===== src/rtl/fb_scan_arbiter_pkg.sv =====
// Shared constants and types for the frame-buffer scan-out / plotter arbiter.
package fb_scan_arbiter_pkg;

    localparam int unsigned FB_W       = 200;
    localparam int unsigned FB_H       = 120;
    localparam int unsigned SCALE_LOG2 = 2;
    localparam int unsigned ADDR_W     = 15;
    localparam int unsigned FB_DEPTH   = FB_W * FB_H;

    // pix_x value two pixels before the start of each line (wrapped negative)
    localparam logic [15:0] LINE_PREFETCH_X = 16'hFFFE;

    typedef enum logic [1:0] {
        IDLE,
        ARMED,
        CLEAR
    } clear_state_t;

endpackage


===== src/rtl/fb_scan_arbiter_if.sv =====
// Plotter write handshake plus single-port RAM bus; slave is the arbiter side,
// master is the surrounding system (plotter source and RAM).
interface fb_scan_arbiter_if #(
    parameter int unsigned ADDR_W = 15
);
    logic              wr_valid;
    logic              wr_ready;
    logic [ADDR_W-1:0] wr_addr;
    logic [7:0]        wr_data;
    logic [ADDR_W-1:0] mem_addr;
    logic              mem_we;
    logic [7:0]        mem_wdata;
    logic [7:0]        mem_rdata;

    modport master (
        output wr_valid, wr_addr, wr_data, mem_rdata,
        input  wr_ready, mem_addr, mem_we, mem_wdata
    );

    modport slave (
        input  wr_valid, wr_addr, wr_data, mem_rdata,
        output wr_ready, mem_addr, mem_we, mem_wdata
    );
endinterface


===== src/rtl/fb_scan_arbiter_clear_fsm.sv =====
// Frame-synchronous clear sweep: arms on request, zeroes the buffer in free RAM slots.
module fb_clear_fsm
    import fb_scan_arbiter_pkg::*;
#(
    parameter int unsigned DEPTH  = FB_DEPTH,
    parameter int unsigned ADDR_W = 15
) (
    input  logic              PixelClk,
    input  logic              nRST,
    input  logic              clear_req,
    input  logic              frame_start,
    input  logic              slot_free,
    output logic              busy,
    output logic              clr_we,
    output logic [ADDR_W-1:0] clr_addr
);
    localparam logic [ADDR_W-1:0] LAST_ADDR = ADDR_W'(DEPTH - 1);

    clear_state_t      state;
    clear_state_t      state_nxt;
    logic [ADDR_W-1:0] cnt;

    always_ff @(posedge PixelClk or negedge nRST) begin
        if (!nRST) begin
            state <= IDLE;
            cnt   <= '0;
        end else begin
            state <= state_nxt;
            if (clr_we) begin
                cnt <= (cnt == LAST_ADDR) ? '0 : cnt + 1'b1;
            end
        end
    end

    always_comb begin
        state_nxt = state;
        unique case (state)
            IDLE:  if (clear_req)   state_nxt = ARMED;
            ARMED: if (frame_start) state_nxt = CLEAR;
            CLEAR: if (slot_free && cnt == LAST_ADDR) state_nxt = IDLE;
            default: state_nxt = IDLE;
        endcase
    end

    always_comb begin
        busy     = (state != IDLE);
        clr_we   = (state == CLEAR) && slot_free;
        clr_addr = cnt;
    end

endmodule


===== src/rtl/fb_scan_arbiter.sv =====
// Single-port frame-buffer arbiter: prefetched LCD scan-out reads take priority over
// the clear sweep, which takes priority over plotter writes.
module fb_scan_arbiter #(
    parameter int unsigned FB_W       = fb_scan_arbiter_pkg::FB_W,
    parameter int unsigned FB_H       = fb_scan_arbiter_pkg::FB_H,
    parameter int unsigned SCALE_LOG2 = fb_scan_arbiter_pkg::SCALE_LOG2,
    parameter int unsigned ADDR_W     = fb_scan_arbiter_pkg::ADDR_W
) (
    input  logic        PixelClk,
    input  logic        nRST,
    input  logic [15:0] pix_x,
    input  logic [15:0] pix_y,
    input  logic        pix_valid,
    output logic [7:0]  pix_data,
    input  logic        clear_req,
    output logic        clear_busy,
    fb_scan_arbiter_if.slave bus
);
    import fb_scan_arbiter_pkg::*;

    localparam int unsigned DEPTH  = FB_W * FB_H;
    localparam int unsigned SUB_PF = (1 << SCALE_LOG2) - 2;

    logic [15:0]           col;
    logic [15:0]           row;
    logic [15:0]           tgt;
    logic [SCALE_LOG2-1:0] sub;
    logic                  line_pf;
    logic                  disp_rd;
    logic                  blank;
    logic [ADDR_W-1:0]     rd_addr;
    logic                  rd_pending;
    logic                  blank_q;
    logic                  frame_start;
    logic                  clr_busy;
    logic                  clr_we;
    logic [ADDR_W-1:0]     clr_addr;

    // Reads are issued two pixels ahead so the data lands on the first pixel of the column.
    always_comb begin
        col      = pix_x >> SCALE_LOG2;
        row      = pix_y >> SCALE_LOG2;
        sub      = pix_x[SCALE_LOG2-1:0];
        line_pf  = (pix_x == LINE_PREFETCH_X);
        disp_rd  = line_pf || (sub == SCALE_LOG2'(SUB_PF));
        tgt      = line_pf ? 16'd0 : col + 16'd1;
        blank    = (row >= 16'(FB_H)) || (tgt >= 16'(FB_W));
        rd_addr  = ADDR_W'(ADDR_W'(row) * ADDR_W'(FB_W)) + ADDR_W'(tgt);
        frame_start = pix_valid && (pix_x == 16'd0) && (pix_y == 16'd0);
    end

    fb_clear_fsm #(
        .DEPTH  (DEPTH),
        .ADDR_W (ADDR_W)
    ) u_clear (
        .PixelClk    (PixelClk),
        .nRST        (nRST),
        .clear_req   (clear_req),
        .frame_start (frame_start),
        .slot_free   (!disp_rd),
        .busy        (clr_busy),
        .clr_we      (clr_we),
        .clr_addr    (clr_addr)
    );

    assign clear_busy = clr_busy;

    // A blanked display slot owns the cycle but leaves the RAM idle.
    always_comb begin
        bus.mem_addr  = '0;
        bus.mem_we    = 1'b0;
        bus.mem_wdata = '0;
        bus.wr_ready  = !disp_rd && !clr_busy;
        if (disp_rd) begin
            if (!blank) begin
                bus.mem_addr = rd_addr;
            end
        end else if (clr_we) begin
            bus.mem_addr = clr_addr;
            bus.mem_we   = 1'b1;
        end else if (bus.wr_valid && bus.wr_ready && (32'(bus.wr_addr) < 32'(DEPTH))) begin
            bus.mem_addr  = bus.wr_addr;
            bus.mem_we    = 1'b1;
            bus.mem_wdata = bus.wr_data;
        end
    end

    always_ff @(posedge PixelClk or negedge nRST) begin
        if (!nRST) begin
            rd_pending <= 1'b0;
            blank_q    <= 1'b0;
            pix_data   <= '0;
        end else begin
            rd_pending <= disp_rd;
            blank_q    <= blank;
            if (rd_pending) begin
                pix_data <= blank_q ? 8'd0 : bus.mem_rdata;
            end
        end
    end

endmodule


===== src/flat_wrapper.sv =====
// flat-port wrapper written by rule: the top's interface ports become plain ports
module fb_scan_arbiter_flat import fb_scan_arbiter_pkg::*;
#(
    parameter int unsigned FB_W       = fb_scan_arbiter_pkg::FB_W,
    parameter int unsigned FB_H       = fb_scan_arbiter_pkg::FB_H,
    parameter int unsigned SCALE_LOG2 = fb_scan_arbiter_pkg::SCALE_LOG2,
    parameter int unsigned ADDR_W     = fb_scan_arbiter_pkg::ADDR_W
)
  (PixelClk, nRST, pix_x, pix_y, pix_valid, pix_data, clear_req, clear_busy, bus_wr_valid, bus_wr_addr, bus_wr_data, bus_mem_rdata, bus_wr_ready, bus_mem_addr, bus_mem_we, bus_mem_wdata);
  fb_scan_arbiter_if #(.ADDR_W(ADDR_W)) bus_i ();
  input  logic PixelClk;
  input  logic nRST;
  input  logic [15:0] pix_x;
  input  logic [15:0] pix_y;
  input  logic pix_valid;
  output logic [7:0] pix_data;
  input  logic clear_req;
  output logic clear_busy;
  input wire logic [$bits(bus_i.wr_valid)-1:0] bus_wr_valid;
  input wire logic [$bits(bus_i.wr_addr)-1:0] bus_wr_addr;
  input wire logic [$bits(bus_i.wr_data)-1:0] bus_wr_data;
  input wire logic [$bits(bus_i.mem_rdata)-1:0] bus_mem_rdata;
  output wire logic [$bits(bus_i.wr_ready)-1:0] bus_wr_ready;
  output wire logic [$bits(bus_i.mem_addr)-1:0] bus_mem_addr;
  output wire logic [$bits(bus_i.mem_we)-1:0] bus_mem_we;
  output wire logic [$bits(bus_i.mem_wdata)-1:0] bus_mem_wdata;
  assign bus_i.wr_valid = bus_wr_valid;
  assign bus_i.wr_addr = bus_wr_addr;
  assign bus_i.wr_data = bus_wr_data;
  assign bus_i.mem_rdata = bus_mem_rdata;
  assign bus_wr_ready = bus_i.wr_ready;
  assign bus_mem_addr = bus_i.mem_addr;
  assign bus_mem_we = bus_i.mem_we;
  assign bus_mem_wdata = bus_i.mem_wdata;
  fb_scan_arbiter #(.FB_W(FB_W), .FB_H(FB_H), .SCALE_LOG2(SCALE_LOG2), .ADDR_W(ADDR_W)) u_core (.PixelClk(PixelClk), .nRST(nRST), .pix_x(pix_x), .pix_y(pix_y), .pix_valid(pix_valid), .pix_data(pix_data), .clear_req(clear_req), .clear_busy(clear_busy), .bus(bus_i));
endmodule

===== config.mk =====
export PLATFORM = sky130hd
export DESIGN_NAME = fb_scan_arbiter_flat
export DESIGN_NICKNAME = d
export VERILOG_FILES = /design/src/rtl/fb_scan_arbiter_pkg.sv /design/src/rtl/fb_scan_arbiter_if.sv /design/src/rtl/fb_scan_arbiter_clear_fsm.sv /design/src/rtl/fb_scan_arbiter.sv /design/src/flat_wrapper.sv
export SDC_FILE = /design/constraint.sdc
export NUM_CORES = 1
export LEC_CHECK = 0
export CAP_MARGIN = 20
export CORE_AREA = 2 2 87 89
export DETAILED_ROUTE_END_ITERATION = 10
export DIE_AREA = 0 0 89 91
export MAX_ROUTING_LAYER = met4
export PLACE_DENSITY = 0.81
export RECOVER_POWER = 50
export SYNTH_ARGS = -nofsm -noshare
export SYNTH_HDL_FRONTEND = slang
export SYNTH_SLANG_ARGS = --single-unit

===== constraint.sdc =====
create_clock -name PixelClk -period 4.6 [get_ports PixelClk]
set_input_delay 0.46 -clock PixelClk [delete_from_list [all_inputs] [get_ports PixelClk]]
set_output_delay 0.46 -clock PixelClk [all_outputs]
set_load 0.1 [all_outputs]

# Yosys cells after proc, flatten, opt, wreduce, memory -nomap -nowiden

Index checks and enable logic that the tools add are counted.

Bits in registers: 27
Latch bits: 0
Bits in writable memories: 0
Bits in read-only memories: 0
Output and inout port bits: 34
Memories kept: 0

Add/sub/neg operators: 3
Multipliers: 1
Div/mod/pow operators: 0
Magnitude comparators: 3
Equality and inequality tests: 8
Shift operators: 0
Muxes and demuxes: 17
Bitwise logic cells: 0
Reduce and logical (&&, ||, !) cells: 16

Operator list:

| operator                                                                              | number |
|---|---|
| 15-bit 2-to-1 mux                                                                     | 5 |
| 16-bit zero test                                                                      | 2 |
| 8-bit 2-to-1 mux                                                                      | 4 |
| 16-bit equality test (second input constant)                                          | 1 |
| 16-bit by 8-bit greater-or-equal comparator with 1-bit output (second input constant) | 1 |
| 16-bit 2-to-1 mux                                                                     | 1 |
| 14-bit by 1-bit adder with 15-bit output (second input constant)                      | 1 |
| 15-bit by 1-bit adder with 15-bit output (second input constant)                      | 1 |
| 15-bit adder                                                                          | 1 |
| 15-bit equality test (second input constant)                                          | 1 |
| 15-bit less-than comparator (second input constant)                                   | 1 |
| 14-bit by 7-bit greater-or-equal comparator with 1-bit output (second input constant) | 1 |
| 14-bit by 5-bit multiplier with 12-bit output (second input constant)                 | 1 |
| 1-bit logical AND                                                                     | 7 |
| 2-bit 2-to-1 mux                                                                      | 3 |
| 2-bit one-hot mux with 3 select lines                                                 | 1 |
| 2-bit equality test (second input constant)                                           | 2 |
| 2-bit != test (second input constant)                                                 | 2 |
| 1-bit 2-to-1 mux                                                                      | 3 |
| 3-bit AND reduction                                                                   | 1 |
| 2-bit by 1-bit equality test with 1-bit output (second input constant)                | 1 |
| 1-bit zero test                                                                       | 2 |
| 2-bit zero test                                                                       | 1 |
| 1-bit logical OR                                                                      | 2 |
| 2 further kinds                                                                       | 2 |

# Depth between registers and ports, before layout

Depth after elaboration: 9
Mapped depth: 18
Gate-level depth less buffers: 18

# Hierarchy

From an unflattened synthesis, not the netlist that was laid out.

Cells, all modules: 436
Area, all modules: 3,607.2 µm²

Modules (own cells, without submodules):

| module          | times used | cells each | area each (µm²) |
|---|---|---|---|
| fb_scan_arbiter | 1          | 341        | 2,702.6 |
| fb_clear_fsm    | 1          | 95         | 904.6 |

# Worst setup path before layout

Ideal clock, no wire load.

Path kind: in2out
From: input port pix_y[4]
To: output port bus_mem_addr[14]
Arrival time: 5.469 ns
Slack: -1.329 ns
Stages on the path: 14
Buffers on the path: 0
Path through: inv_1 ha_1 ha_1 fa_1 ha_1 a21o_1 a21oi_1 xnor2_1 ha_1 nor2b_1 a311oi_1 a21oi_1 xnor2_1 o21ai_0

Cells in the longest elaborated chain, start to end: 4
Elaborated cells between the ends (all ways): 6

Ends and longest elaborated chain:

| item                                                                                                                                  | RTL line                                     | source |
|---|---|---|
| from (decl)                                                                                                                           | flat_wrapper.sv:14                           | `input logic [15:0] pix_y;` |
| 14-bit by 5-bit multiplier with 12-bit output / 14-bit by 7-bit greater-or-equal comparator with 1-bit output (equally long branches) | fb_scan_arbiter.sv:48, fb_scan_arbiter.sv:47 |  |
| 15-bit adder / 1-bit logical OR (equally long branches)                                                                               | fb_scan_arbiter.sv:48, fb_scan_arbiter.sv:47 |  |
| 15-bit 2-to-1 mux *                                                                                                                   | fb_scan_arbiter.sv:75                        | `if (!blank) begin` |
| 15-bit 2-to-1 mux *                                                                                                                   | fb_scan_arbiter.sv:74                        | `if (disp_rd) begin` |
| to (decl)                                                                                                                             | flat_wrapper.sv:24                           | `output wire logic [$bits(bus_i.mem_addr)-1:0] bus_mem_addr;` |

Every way passes the cells marked *; elsewhere a longest branch is shown, timed or not.

# Worst setup path after layout

From: input port pix_y[3]
To: output port bus_mem_addr[13]

The elaborated chain is that of the path after synthesis.

==> flow_summary.ini <==
[run_status]
run_status = complete, no violations

[timing]
timing.final.ws_setup_ns = 0.1117
rsz0062_at_grt = true
fmax_mhz = 222.8
report.final.slew_viol_count = 0
hold_slack_ns = 0.5139
setup-tns-final_ns = 0
tightestPinTransition_ns = 1.413
setup_viol = 0
finalHoldViolCount = 0
fin_crit_ns = 4.488
finalClockSkew_ns = 0.008846
fin_crit_sh_pct = 97.57
relSlewSlack_pct = 5.829

[power]
leakagePower_nw = 2.253
power_mw = 1.097
p_per_area_mw_per_mm2 = 216.6
vdd.ir_drop.worst_uv = 155.2

[worst_setup_path]
cp_cell_sequence = dlygate4sd2_1 > ha_1 > ha_1 > ha_1 > buf_4 > ha_1 > a21oi_2 > nor2b_4 > nor2_2 > xnor2_1 > ha_2 > nor2_1 > a21oi_1 > o41a_1 > a21o_1 > a21oi_2 > xor2_1 > o21ai_2 > buf_12
path_max_fanout = 3
cp_data_arrival_time_ns = 4.03
crit_top_cell = ha_1
cp_slowest_stage_delay_ns = 0.32
critical_path.slowest_cell = ha_2
r2r-start = u_core.u_clear.clr_addr[13]$_DFFE_PN0P_
rr_worst_depth = 6
r2r_end = u_core.u_clear.clr_addr[5]$_DFFE_PN0P_
worst_setup_path_end_kind = output pin
cp.required_ns = 4.14
crit_path_start_kind = primary input
crit_type = in -> out
r2r_slack_ns = 2.55

[job]
maxCapViolations = 0

[finish]
utilization_pct = 70.97
fin_nets = 680
final_common_cell = clkdlybuf4s50_1
final_cell_mix = 68 x clkdlybuf4s50_1, 50 x buf_4, 46 x inv_1, 38 x ha_1, 35 x nor2_1
drive_gt1_share_pct = 18.54
syn_to_final_growth_pct = 49.54
antennaDiodeCount = 0
fin_cells = 660
final_area_mm2 = 0.005065

[min_path]
whs_path_depth = 1
hp-start = u_core.u_clear.state[1]$_DFFE_PN0P_
min_to = u_core.u_clear.state[0]$_DFFE_PN0P_
hp-class = reg -> reg

[detailed_routing]
final_antenna_net_count = 0
drtIter0Drc = 190
wire_per_inst_um = 15.56
num_vias = 3623
routed_wl_um = 10270
drc = 0
vias_per_cell = 5.489
dr.pass1.iters = 4

[die]
die_h_um = 91
coreArea_mm2 = 0.007137
die_area_mm2 = 0.008099
rows = 31
ios = 102
die_w_um = 89
initial_core_util_pct = 47.46

[global_routing]
grt_antenna_before_repair = 0
grt_pass1_wl_um = 16360
top_usage_layer = met2
grt_use_met3_pct = 2.455
met2_usage_pct = 47.57
gr-total-overflow = 0
grt_pass1_vias = 3595
grt_max_degree = 28
grt_usage_pct = 25.54
grt_use_met1_pct = 28.31

[synthesis]
synth_edf_count = 0
ys_seq_elements = 27
synthTopCellsByArea = dfrtp_1 20%, ha_1 16%, xnor2_1 5.7%
syn_area_mm2 = 0.003387
syn_inst = 424
async_reset_ff_share_pct = 100.0
syn_area_per_cell_um2 = 7.988
yosysSeqAreaShare_pct = 19.95
yosysTopAreaCell = dfrtp_1
synth_top_cell_area_share_pct = 19.95
synth_cell_types = 54
synth_fp_nets = 542
yosysWarnings = 0
synthFlopType = dfrtp_1

[cts]
cts-root-buf = clkbuf_8
numCtsBuffers = 3
ctsHoldBuffers = 0
cts_tree = yes
clock_path_buffers = 2
clk_pin_slew_worst_paths_ns = 0.09
cts.sinks = 27
clk_latency_ns = 0.28
h-tree-depth = 1

[place]
dp_cells = 653
hpwlAfterDp_um = 8590
dp_worst_setup_slack_ns = -0.3750
io_buffers = 101
placed_cell_area_mm2 = 0.004915
gp_congestion = 0.9141
logic make-up (layout without fill, tap and decap cells):
| logic type | Yosys count | in the layout | share of synthesized area [%] |
|---|---|---|---|
| AOI/OAI and AO/OA | 92 | 92 | 17.07 |
| xor gates and xnor gates | 38 | 38 | 9.826 |
| adders and majority gates | 50 | 50 | 20.02 |
| buffers and inverters | 58 | 195 | 6.908 |
| DFF | 27 | 27 | 19.95 |
| muxes | 4 | 4 | 1.330 |
| and+or+nand+nor | 155 | 155 | 24.90 |
cells in the mapped netlist, drive strengths merged (3+ instances only):
cell,number
ha,43
o21a,4
nand3,19
mux2i,3
dfrtp,27
and3,4
nand4,6
xnor2,22
xor2,16
a22oi,12
nand2,29
and4,5
nand2b,9
fa,7
or4,3
nor4,4
nand4b,3
and2,9
a21oi,16
nand3b,9
inv,47
nor2b,3
clkbuf,8
buf,3
or2,3
nor3,9
o31ai,4
nor2,38
o21ai,36
a21o,4
layer usage:
| layer | vias up | share of wire (%) |
|---|---|---|
| li1 | 1761 | - |
| met5 | - | 0 |
| met1 | 1693 | 39 |
| met4 | 0 | 2.8 |
| met3 | 26 | 5.8 |
| met2 | 143 | 53 |
worst max-delay path, delay by kind of cell:
kind / cells / cell delay, ns
buffers and inverters: 3 / 0.60
XOR/XNOR: 2 / 0.32
AND/OR/NAND/NOR: 3 / 0.25
adder cells (fa/ha/maj): 5 / 1.54
AO/OA/AOI/OAI: 6 / 0.84
what timing repair did:
item / in CTS / in global routing
endpoints found under the setup margin: 4 / 3
pin swaps: 8 / 11
resized for setup: 14 / 16
setup buffers: 3 / 0
cloned: 0 / 0
where the power goes:
part / internal [mW] / switching (mW) / leakage (nW)
sequential: 0.239 / 0.00358 / 0.364
combinational: 0.386 / 0.333 / 1.86
clock: 0.0608 / 0.0757 / 0.0255
total: 0.685 / 0.412 / 2.25
state kept, by name, summed over array words and instances (netlist names):
| register | flops |
|---|---|
| u_core.blank_q | 1 |
| u_core.u_clear.clr_addr | 15 |
| u_core.u_clear.state | 2 |
| u_core.rd_pending | 1 |
| u_core.pix_data | 8 |
worst max path at each step:
stage                   from                to
floorplan           pix_y[4]  bus_mem_addr[14]
global placement    pix_y[4]  bus_mem_addr[14]
detailed placement  pix_y[4]  bus_mem_addr[14]
CTS                 pix_y[4]  bus_mem_addr[14]
global route        pix_y[3]  bus_mem_addr[13]
finish              pix_y[3]  bus_mem_addr[13]
layout make-up:
| cell class | instances | area [um2] |
|---|---|---|
| multi-input combinational | 339 | 2591 |
| fill | 570 | 2072 |
| timing repair buffer | 144 | 1451 |
| sequential | 27 | 675.6 |
| inverter | 47 | 176.4 |
| tap | 99 | 123.9 |
| clock buffer | 3 | 41.29 |
| clock inverter | 1 | 5.005 |
Note: power is estimated with default switching activity, not from simulation.
